==> config.mk <==
export PLATFORM = sky130hd
export DESIGN_NAME = note_octave_divider
export DESIGN_NICKNAME = d
export VERILOG_FILES = /design/src/rtl/note_octave_divider.sv
export SDC_FILE = /design/constraint.sdc
export NUM_CORES = 1
export LEC_CHECK = 0
export BUFFER_PORTS_ARGS = -buffer_cell sky130_fd_sc_hd__buf_2
export CAP_MARGIN = 20
export CORE_UTILIZATION = 48
export DETAILED_ROUTE_END_ITERATION = 8
export GPL_TIMING_DRIVEN = 0
export PLACE_DENSITY = 0.81
export SYNTH_ARGS = -nofsm -noshare
export SYNTH_HDL_FRONTEND = slang
export SYNTH_SLANG_ARGS = --single-unit
==> constraint.sdc <==
create_clock -name clk -period 2 [get_ports clk]
set_input_delay 0 -clock clk [delete_from_list [all_inputs] [get_ports clk]]
set_output_delay 0 -clock clk [all_outputs]
set_load 0.02 [all_outputs]
==> src/rtl/note_octave_divider.sv <==
// note_octave_divider: sequential restoring divider that splits a note index
// into octave (quotient) and step within the octave (remainder). The divisor is
// supplied at run time. A tag travels with each request and comes back with
// its result. Handshake is valid/ready on both sides, one request in flight.
module note_octave_divider #(
  parameter int NUM_W = 6,
  parameter int DEN_W = 4,
  parameter int TAG_W = 3
) (
  input  logic             clk,
  input  logic             reset,
  input  logic             in_valid,
  output logic             in_ready,
  input  logic [NUM_W-1:0] in_num,
  input  logic [DEN_W-1:0] in_den,
  input  logic [TAG_W-1:0] in_tag,
  output logic             out_valid,
  input  logic             out_ready,
  output logic [NUM_W-1:0] out_quot,
  output logic [DEN_W-1:0] out_rem,
  output logic [TAG_W-1:0] out_tag,
  output logic             out_div0
);

  localparam int CNT_W = $clog2(NUM_W);

  localparam logic [1:0] ST_IDLE = 2'd0;
  localparam logic [1:0] ST_CALC = 2'd1;
  localparam logic [1:0] ST_DONE = 2'd2;

  logic [1:0]       state_reg;
  logic [CNT_W-1:0] cnt_reg;
  logic [NUM_W-1:0] num_reg;   // numerator, shifted left one bit per step
  logic [DEN_W-1:0] den_reg;
  logic [TAG_W-1:0] tag_reg;
  logic [DEN_W:0]   p_reg;     // partial remainder, one guard bit wide
  logic [NUM_W-1:0] q_reg;     // quotient bits collected so far
  logic             div0_reg;  // captured request had a zero divisor

  logic [DEN_W:0]   trial;
  logic [DEN_W:0]   den_ext;
  logic             qbit;
  logic [DEN_W:0]   p_next;
  logic [NUM_W-1:0] q_next;

  // Handshake flags are pure functions of state, never of the partner's valid/ready.
  assign in_ready  = (state_reg == ST_IDLE);
  assign out_valid = (state_reg == ST_DONE);

  // One restoring step: bring in the next numerator bit, subtract if it fits.
  always_comb begin
    trial   = {p_reg[DEN_W-1:0], num_reg[NUM_W-1]};
    den_ext = {1'b0, den_reg};
    qbit    = (trial >= den_ext);
    p_next  = qbit ? (trial - den_ext) : trial;
    q_next  = {q_reg[NUM_W-2:0], qbit};
  end

  // Control FSM, working registers and the held result registers.
  always_ff @(posedge clk) begin
    if (reset) begin
      state_reg <= ST_IDLE;
      cnt_reg   <= '0;
      num_reg   <= '0;
      den_reg   <= '0;
      tag_reg   <= '0;
      p_reg     <= '0;
      q_reg     <= '0;
      div0_reg  <= 1'b0;
      out_quot  <= '0;
      out_rem   <= '0;
      out_tag   <= '0;
      out_div0  <= 1'b0;
    end else begin
      case (state_reg)
        ST_IDLE: begin
          if (in_valid) begin
            num_reg   <= in_num;
            den_reg   <= in_den;
            tag_reg   <= in_tag;
            p_reg     <= '0;
            q_reg     <= '0;
            div0_reg  <= (in_den == '0);
            // A zero divisor still spends one edge in CALC so its result
            // appears one edge after acceptance, like a one-step division.
            cnt_reg   <= (in_den == '0) ? '0 : CNT_W'(NUM_W - 1);
            state_reg <= ST_CALC;
          end
        end
        ST_CALC: begin
          if (div0_reg) begin
            out_quot  <= '1;
            out_rem   <= num_reg[DEN_W-1:0];
            out_tag   <= tag_reg;
            out_div0  <= 1'b1;
            state_reg <= ST_DONE;
          end else begin
            p_reg   <= p_next;
            q_reg   <= q_next;
            num_reg <= {num_reg[NUM_W-2:0], 1'b0};
            cnt_reg <= cnt_reg - 1'b1;
            if (cnt_reg == '0) begin
              out_quot  <= q_next;
              out_rem   <= p_next[DEN_W-1:0];
              out_tag   <= tag_reg;
              out_div0  <= 1'b0;
              state_reg <= ST_DONE;
            end
          end
        end
        ST_DONE: begin
          // Retire only; the earliest next accept is the following edge.
          if (out_ready) begin
            state_reg <= ST_IDLE;
          end
        end
        default: begin
          state_reg <= ST_IDLE;
        end
      endcase
    end
  end

endmodule

==> results.sh, run 1 <==
export IMPL_pre_cts_slack_ns=0.0459
export IMPL_fin_cells=326
export IMPL_fin_crit_sh=0.961
export IMPL_synth_top_area_share=0.459
export IMPL_report_final_hold_viol_count=0
export IMPL_yosys_top_cells_area="dfxtp_1 (46%), nand2_1 (8.2%), nor2_1 (5.9%)"
export IMPL_diodes=0
export IMPL_setup_tns_ns=0
export IMPL_report_final_setup_viol=0
export IMPL_rsz0062_at_grt="false"
export IMPL_coreArea_um2=3660
export IMPL_power_density_nw_per_um2=868
export IMPL_finalCriticalPeriod_ns=1.92
export IMPL_ir_worst_vdd_v=0.000628
export IMPL_cts_path_max_buffers=2
export IMPL_syn_area_per_cell_um2=8.15
export IMPL_hp_class="in -> reg"
export IMPL_tightestPinTransition_ns=0.741
export IMPL_cts_root_buffer="clkbuf_8"
export IMPL_grt_pass1_vias=1603
export IMPL_drtPass1Iterations=6
export IMPL_initial_core_util=0.501
export IMPL_wl_mm=4.42
export IMPL_nets=302
export IMPL_max_freq_ghz=0.520
export IMPL_insertion_delay_ns=0.28
export IMPL_worstHoldPathCells=3
export IMPL_grtUsageTotal=0.224
export IMPL_r2r_end="out_rem[0]"
export IMPL_synth_cells=225
export IMPL_finalInstanceArea_um2=2300
export IMPL_drv_slew=0
export IMPL_synth_cell_types=36
export IMPL_dieWidth_um=63.8
export IMPL_gr_total_overflow=0
export IMPL_max_cap_violations=0
export IMPL_clock_skew_ns=0.00566
export IMPL_cts_tree="yes"
export IMPL_p_leak_nw=0.939
export IMPL_wl_per_cell_um=13.5
export IMPL_syn2layout_area_growth_pct=25.6
export IMPL_post_place_cells=305
export IMPL_ys_seq_elements=42
export IMPL_required_ns=2.18
export IMPL_post_cts_repair_setup_buffers=0
export IMPL_r2r_start="den_reg[2]"
export IMPL_ys_flop_type="dfxtp_1"
export IMPL_avgViaCountPerCell=5.44
export IMPL_grt_start_max_net_pins=12
export IMPL_ys_warnings_count=0
export IMPL_synthTopCellsByCount="dfxtp_1 (42), nand2_1 (40), nor2_1 (29)"
export IMPL_holdPathEnd="p_reg[1]"
export IMPL_start_kind="flip-flop"
export IMPL_cts_sinks=42
export IMPL_syn_num_nets=249
export IMPL_status="finished, final reports clean"
export IMPL_grt_first_pass_wirelength_mm=7.09
export IMPL_antenna_found_initial=0
export IMPL_ys_seq_area_frac=0.459
export IMPL_first_iter_violations=95
export IMPL_vias=1775
export IMPL_fill_cells=320
export IMPL_dieHeight_um=63.8
export IMPL_ant_nets=0
export IMPL_netlist_area_um2=1830
export IMPL_drc=0
export IMPL_clk_pin_slew_ns=0.07
export IMPL_synth_async_reset_ratio=0
export IMPL_synth_top_cell_by_area="dfxtp_1"
export IMPL_path_max_fanout=5
export IMPL_htree_levels=2
export IMPL_timing_hold_ws_ns=0.0891
export IMPL_port_buffers=32
export IMPL_hpwl_mm=2.98
export IMPL_hp_start="reset"
export IMPL_postPlaceCellArea_um2=2050
export IMPL_dieArea_um2=4070
export IMPL_r2r_setup_slack_ns=0.08
export IMPL_io_pins=33
export IMPL_relSlewSlack=0.504
export IMPL_arrival_ns=2.10
export IMPL_crit_type="reg -> reg"
export IMPL_gp_congestion=0.859
export IMPL_placementRows=22
export IMPL_r2r_cells=7
export IMPL_drive_gt1_frac=0.173
export IMPL_numCtsBuffers=5
export IMPL_fin_ws_ns=0.0773
export IMPL_synth_most_common_cell="dfxtp_1"
export IMPL_critPathCaptureType="flip-flop"
export IMPL_synth_edf_count=0
==> worst max path at each step <==
stage	endpoint	from	depth (start not counted)	slack, ns
floorplan	out_rem[0]	den_reg[2]	7	0.23
global placement	out_rem[1]	cnt_reg[0]	7	0.06
detailed placement	out_rem[0]	den_reg[2]	7	0.05
CTS	out_rem[1]	den_reg[2]	7	0.03
global route	out_rem[0]	den_reg[2]	7	0.002
finish	out_rem[0]	den_reg[2]	7	0.08
==> worst max-delay path, stage by stage, from the launching register on <==
cell and delay, ns:
dfxtp_1 0.34, inv_1 0.06, ha_1 0.22, or4_4 0.53
a21oi_4 0.17, nor2_4 0.10, mux2i_1 0.17, a31o_1 0.24
==> cell type report <==
type	count	area, um2	share of cell area
Buffer	12	47.5	0.0207
Tap cell	48	60.1	0.0261
Inverter	8	30.0	0.0130
Clock buffer	7	76.3	0.0332
Sequential cell	42	841	0.365
Timing Repair Buffer	46	300	0.130
Multi-Input combinational cell	163	947	0.411
==> logic make-up after synthesis <==
| family | synth area share |
|---|---|
| compound gates | 0.182 |
| xor+xnor | 0.00478 |
| fa+ha+maj | 0.0519 |
| buf+inv | 0.0423 |
| flops | 0.459 |
| mux | 0.0164 |
| simple gates | 0.244 |
==> through the flow <==
stage | power, mW | utilization
5_1_grt | 2.11 | 0.629
3_5_place_dp | 1.45 | 0.561
6_report | 2.00 | 0.629
4_1_cts | 1.96 | 0.620
3_3_place_gp | 1.44 | 0.561
2_1_floorplan | 1.31 | -
==> where the power goes <==
group	switching (mW)	internal [mW]	leakage [nW]
registers	0.0447	0.907	0.343
logic	0.330	0.218	0.557
clock network	0.259	0.240	0.0383
total	0.633	1.37	0.939
==> layout by cell type, fill, tap and decap left out, drive strengths merged, types with 4 or more instances in the layout <==
| master | instances |
|---|---|
| inv | 8 |
| o21ai | 6 |
| dlygate4sd3 | 14 |
| a32oi | 4 |
| nand2b | 5 |
| nand2 | 40 |
| a311oi | 5 |
| nand3 | 4 |
| a21oi | 19 |
| buf | 35 |
| a22oi | 7 |
| clkbuf | 16 |
| ha | 6 |
| nor2 | 30 |
| nor3 | 14 |
| dfxtp | 42 |
==> layer usage <==
layer	track usage	wire length, um	vias up
met4	0.114	150	0
met2	0.379	2210	45
met5	0	0	-
li1	-	-	887
met3	0.0429	175	15
met1	0.270	1880	828
==> what timing repair did <==
item / in CTS / in global routing
endpoints found under the hold margin: 14 / 0
resized for setup: 0 / 8
setup endpoints to repair: 0 / 15
hold buffers: 14 / 0
Power figures use the tool's default switching activity.
==> run 2: changes to the inputs <==
--- a/config.mk
+++ b/config.mk
@@ -7,10 +7,12 @@
 export LEC_CHECK = 0
 export BUFFER_PORTS_ARGS = -buffer_cell sky130_fd_sc_hd__buf_2
 export CAP_MARGIN = 20
-export CORE_UTILIZATION = 48
+export CELL_PAD_IN_SITES_DETAIL_PLACEMENT = 1
+export CELL_PAD_IN_SITES_GLOBAL_PLACEMENT = 2
+export CORE_UTILIZATION = 32
 export DETAILED_ROUTE_END_ITERATION = 8
 export GPL_TIMING_DRIVEN = 0
-export PLACE_DENSITY = 0.81
+export PLACE_DENSITY = 0.89
 export SYNTH_ARGS = -nofsm -noshare
 export SYNTH_HDL_FRONTEND = slang
 export SYNTH_SLANG_ARGS = --single-unit
==> results.sh, run 2 (same netlist as run 1, synthesis figures left out) <==
export IMPL_status="finished, final reports clean"
export IMPL_cts_sinks=42
export IMPL_hp_start="reset"
export IMPL_avgViaCountPerCell=5.12
export IMPL_cts_path_max_buffers=2
export IMPL_r2r_end="out_rem[0]"
export IMPL_cts_root_buffer="clkbuf_8"
export IMPL_syn2layout_area_growth_pct=26.6
export IMPL_placementRows=27
export IMPL_holdPathEnd="p_reg[1]"
export IMPL_clock_skew_ns=0.00412
export IMPL_hp_class="in -> reg"
export IMPL_dieWidth_um=77.7
export IMPL_antenna_found_initial=0
export IMPL_gp_congestion=0.751
export IMPL_drive_gt1_frac=0.176
export IMPL_switchingPower_mw=0.662
export IMPL_numCtsBuffers=5
export IMPL_coreArea_um2=5510
export IMPL_path_cells="inv_1 > ha_1 > or4_4 > a21oi_2 > nor2_2 > mux2i_1 > a31o_1"
export IMPL_finalCriticalPeriod_ns=1.91
export IMPL_ir_worst_vdd_v=0.000397
export IMPL_drtPass1Iterations=4
export IMPL_critPathCaptureType="flip-flop"
export IMPL_dieHeight_um=77.7
export IMPL_htree_levels=2
export IMPL_post_cts_repair_setup_buffers=0
export IMPL_comb_power_share=0.256
export IMPL_fin_cells=351
export IMPL_power_frac_clock=0.279
export IMPL_final_util=0.421
export IMPL_grt_pass1_vias=1731
export IMPL_worstHoldPathCells=3
export IMPL_gr_total_overflow=0
export IMPL_r2r_setup_slack_ns=0.09
export IMPL_postPlaceCellArea_um2=2080
export IMPL_required_ns=2.19
export IMPL_vias=1796
export IMPL_ant_nets=0
export IMPL_wl_per_cell_um=15.0
export IMPL_nets=302
export IMPL_p_leak_nw=0.951
export IMPL_max_freq_ghz=0.525
export IMPL_finalInstanceArea_um2=2320
export IMPL_first_iter_violations=81
export IMPL_final_common_cell="dfxtp_1"
export IMPL_fill_cells=699
export IMPL_intPower_mw=1.39
export IMPL_insertion_delay_ns=0.29
export IMPL_seqPwrFrac=0.466
export IMPL_max_cap_violations=0
export IMPL_dieArea_um2=6030
export IMPL_report_final_hold_viol_count=0
export IMPL_power_density_nw_per_um2=882
export IMPL_start_kind="flip-flop"
export IMPL_netSwitchingFraction=0.323
export IMPL_crit_type="reg -> reg"
export IMPL_path_max_fanout=5
export IMPL_layout_common_cells="dfxtp_1 (42), nand2_1 (40), buf_2 (34)"
export IMPL_wl_mm=5.27
export IMPL_grt_start_max_net_pins=13
export IMPL_initial_core_util=0.333
export IMPL_post_place_cells=329
export IMPL_hpwl_mm=3.67
export IMPL_arrival_ns=2.10
export IMPL_tightestPinTransition_ns=0.884
export IMPL_report_final_setup_viol=0
export IMPL_r2r_cells=7
export IMPL_drc=0
export IMPL_port_buffers=32
export IMPL_relSlewSlack=0.405
export IMPL_clk_pin_slew_ns=0.08
export IMPL_rsz0062_at_grt="true"
export IMPL_io_pins=33
export IMPL_slowest_stage="or4_4"
export IMPL_r2r_start="den_reg[2]"
export IMPL_grtUsageTotal=0.186
export IMPL_fin_crit_sh=0.953
export IMPL_cts_tree="yes"
export IMPL_diodes=0
export IMPL_drv_slew=0
export IMPL_grt_first_pass_wirelength_mm=8.64
export IMPL_max_stage_delay_ns=0.52
==> run 2: routing by layer <==
layer / up-vias / track usage / part of all wire
li1: 888 / - / -
met1: 871 / 0.227 / 0.44
met2: 30 / 0.323 / 0.51
met3: 7 / 0.0365 / 0.028
met4: 0 / 0.0642 / 0.016
met5: - / 0 / 0
==> run 2: worst max-delay path, delay by kind of cell, from the launching register on <==
family          cells  cell delay (ns)
buf+inv             1             0.05
flops               1             0.33
fa+ha+maj           1             0.22
compound gates      2             0.40
simple gates        2             0.63
mux                 1             0.18
==> run 2: metrics by stage <==
| step | hold WS [ns] | power, mW | setup TNS [ns] | setup WS (ns) |
|---|---|---|---|---|
| floorplan | 0.136 | 1.31 | 0 | 0.235 |
| global placement | 0.254 | 1.45 | 0 | 0.0320 |
| detailed placement | 0.260 | 1.47 | 0 | 0.0222 |
| CTS | 0.0739 | 2.07 | 0 | 0.0155 |
| global route | 0.107 | 2.18 | -0.00146 | -0.00146 |
| finish | 0.0880 | 2.05 | 0 | 0.0936 |
==> run 2: power by group through the flow <==
stage	sequential [mW]	clock, mW	combinational, mW
2_1_floorplan	0.986	0	0.326
3_3_place_gp	0.970	0	0.484
3_5_place_dp	0.973	0	0.496
4_1_cts	0.954	0.592	0.520
5_1_grt	0.964	0.623	0.589
6_report	0.953	0.571	0.523
==> run 2: cell type report <==
cell class | instances | area [um2] | share of cell area
Buffer | 12 | 47.5 | 0.0205
Sequential cell | 42 | 841 | 0.362
Clock buffer | 7 | 86.3 | 0.0372
Timing Repair Buffer | 46 | 300 | 0.129
Multi-Input combinational cell | 163 | 921 | 0.397
Tap cell | 72 | 90.1 | 0.0388
Clock inverter | 1 | 5.00 | 0.00216
Inverter | 8 | 30.0 | 0.0129
==> run 2: worst max-delay path by stage <==
stage,startpoint,to,cells after the start
after floorplan,den_reg[2],out_rem[0],7
after global placement,cnt_reg[0],out_rem[1],7
after detailed placement,den_reg[2],out_rem[2],7
after CTS,den_reg[2],out_rem[2],7
after global routing,den_reg[2],out_rem[1],7
final,den_reg[2],out_rem[0],7
==> run 2: repair_timing <==
action / CTS / global route
endpoints found under the setup margin: 0 / 16
hold buffers: 14 / 0
endpoints found under the hold margin: 14 / 0
gates resized for setup: 0 / 4
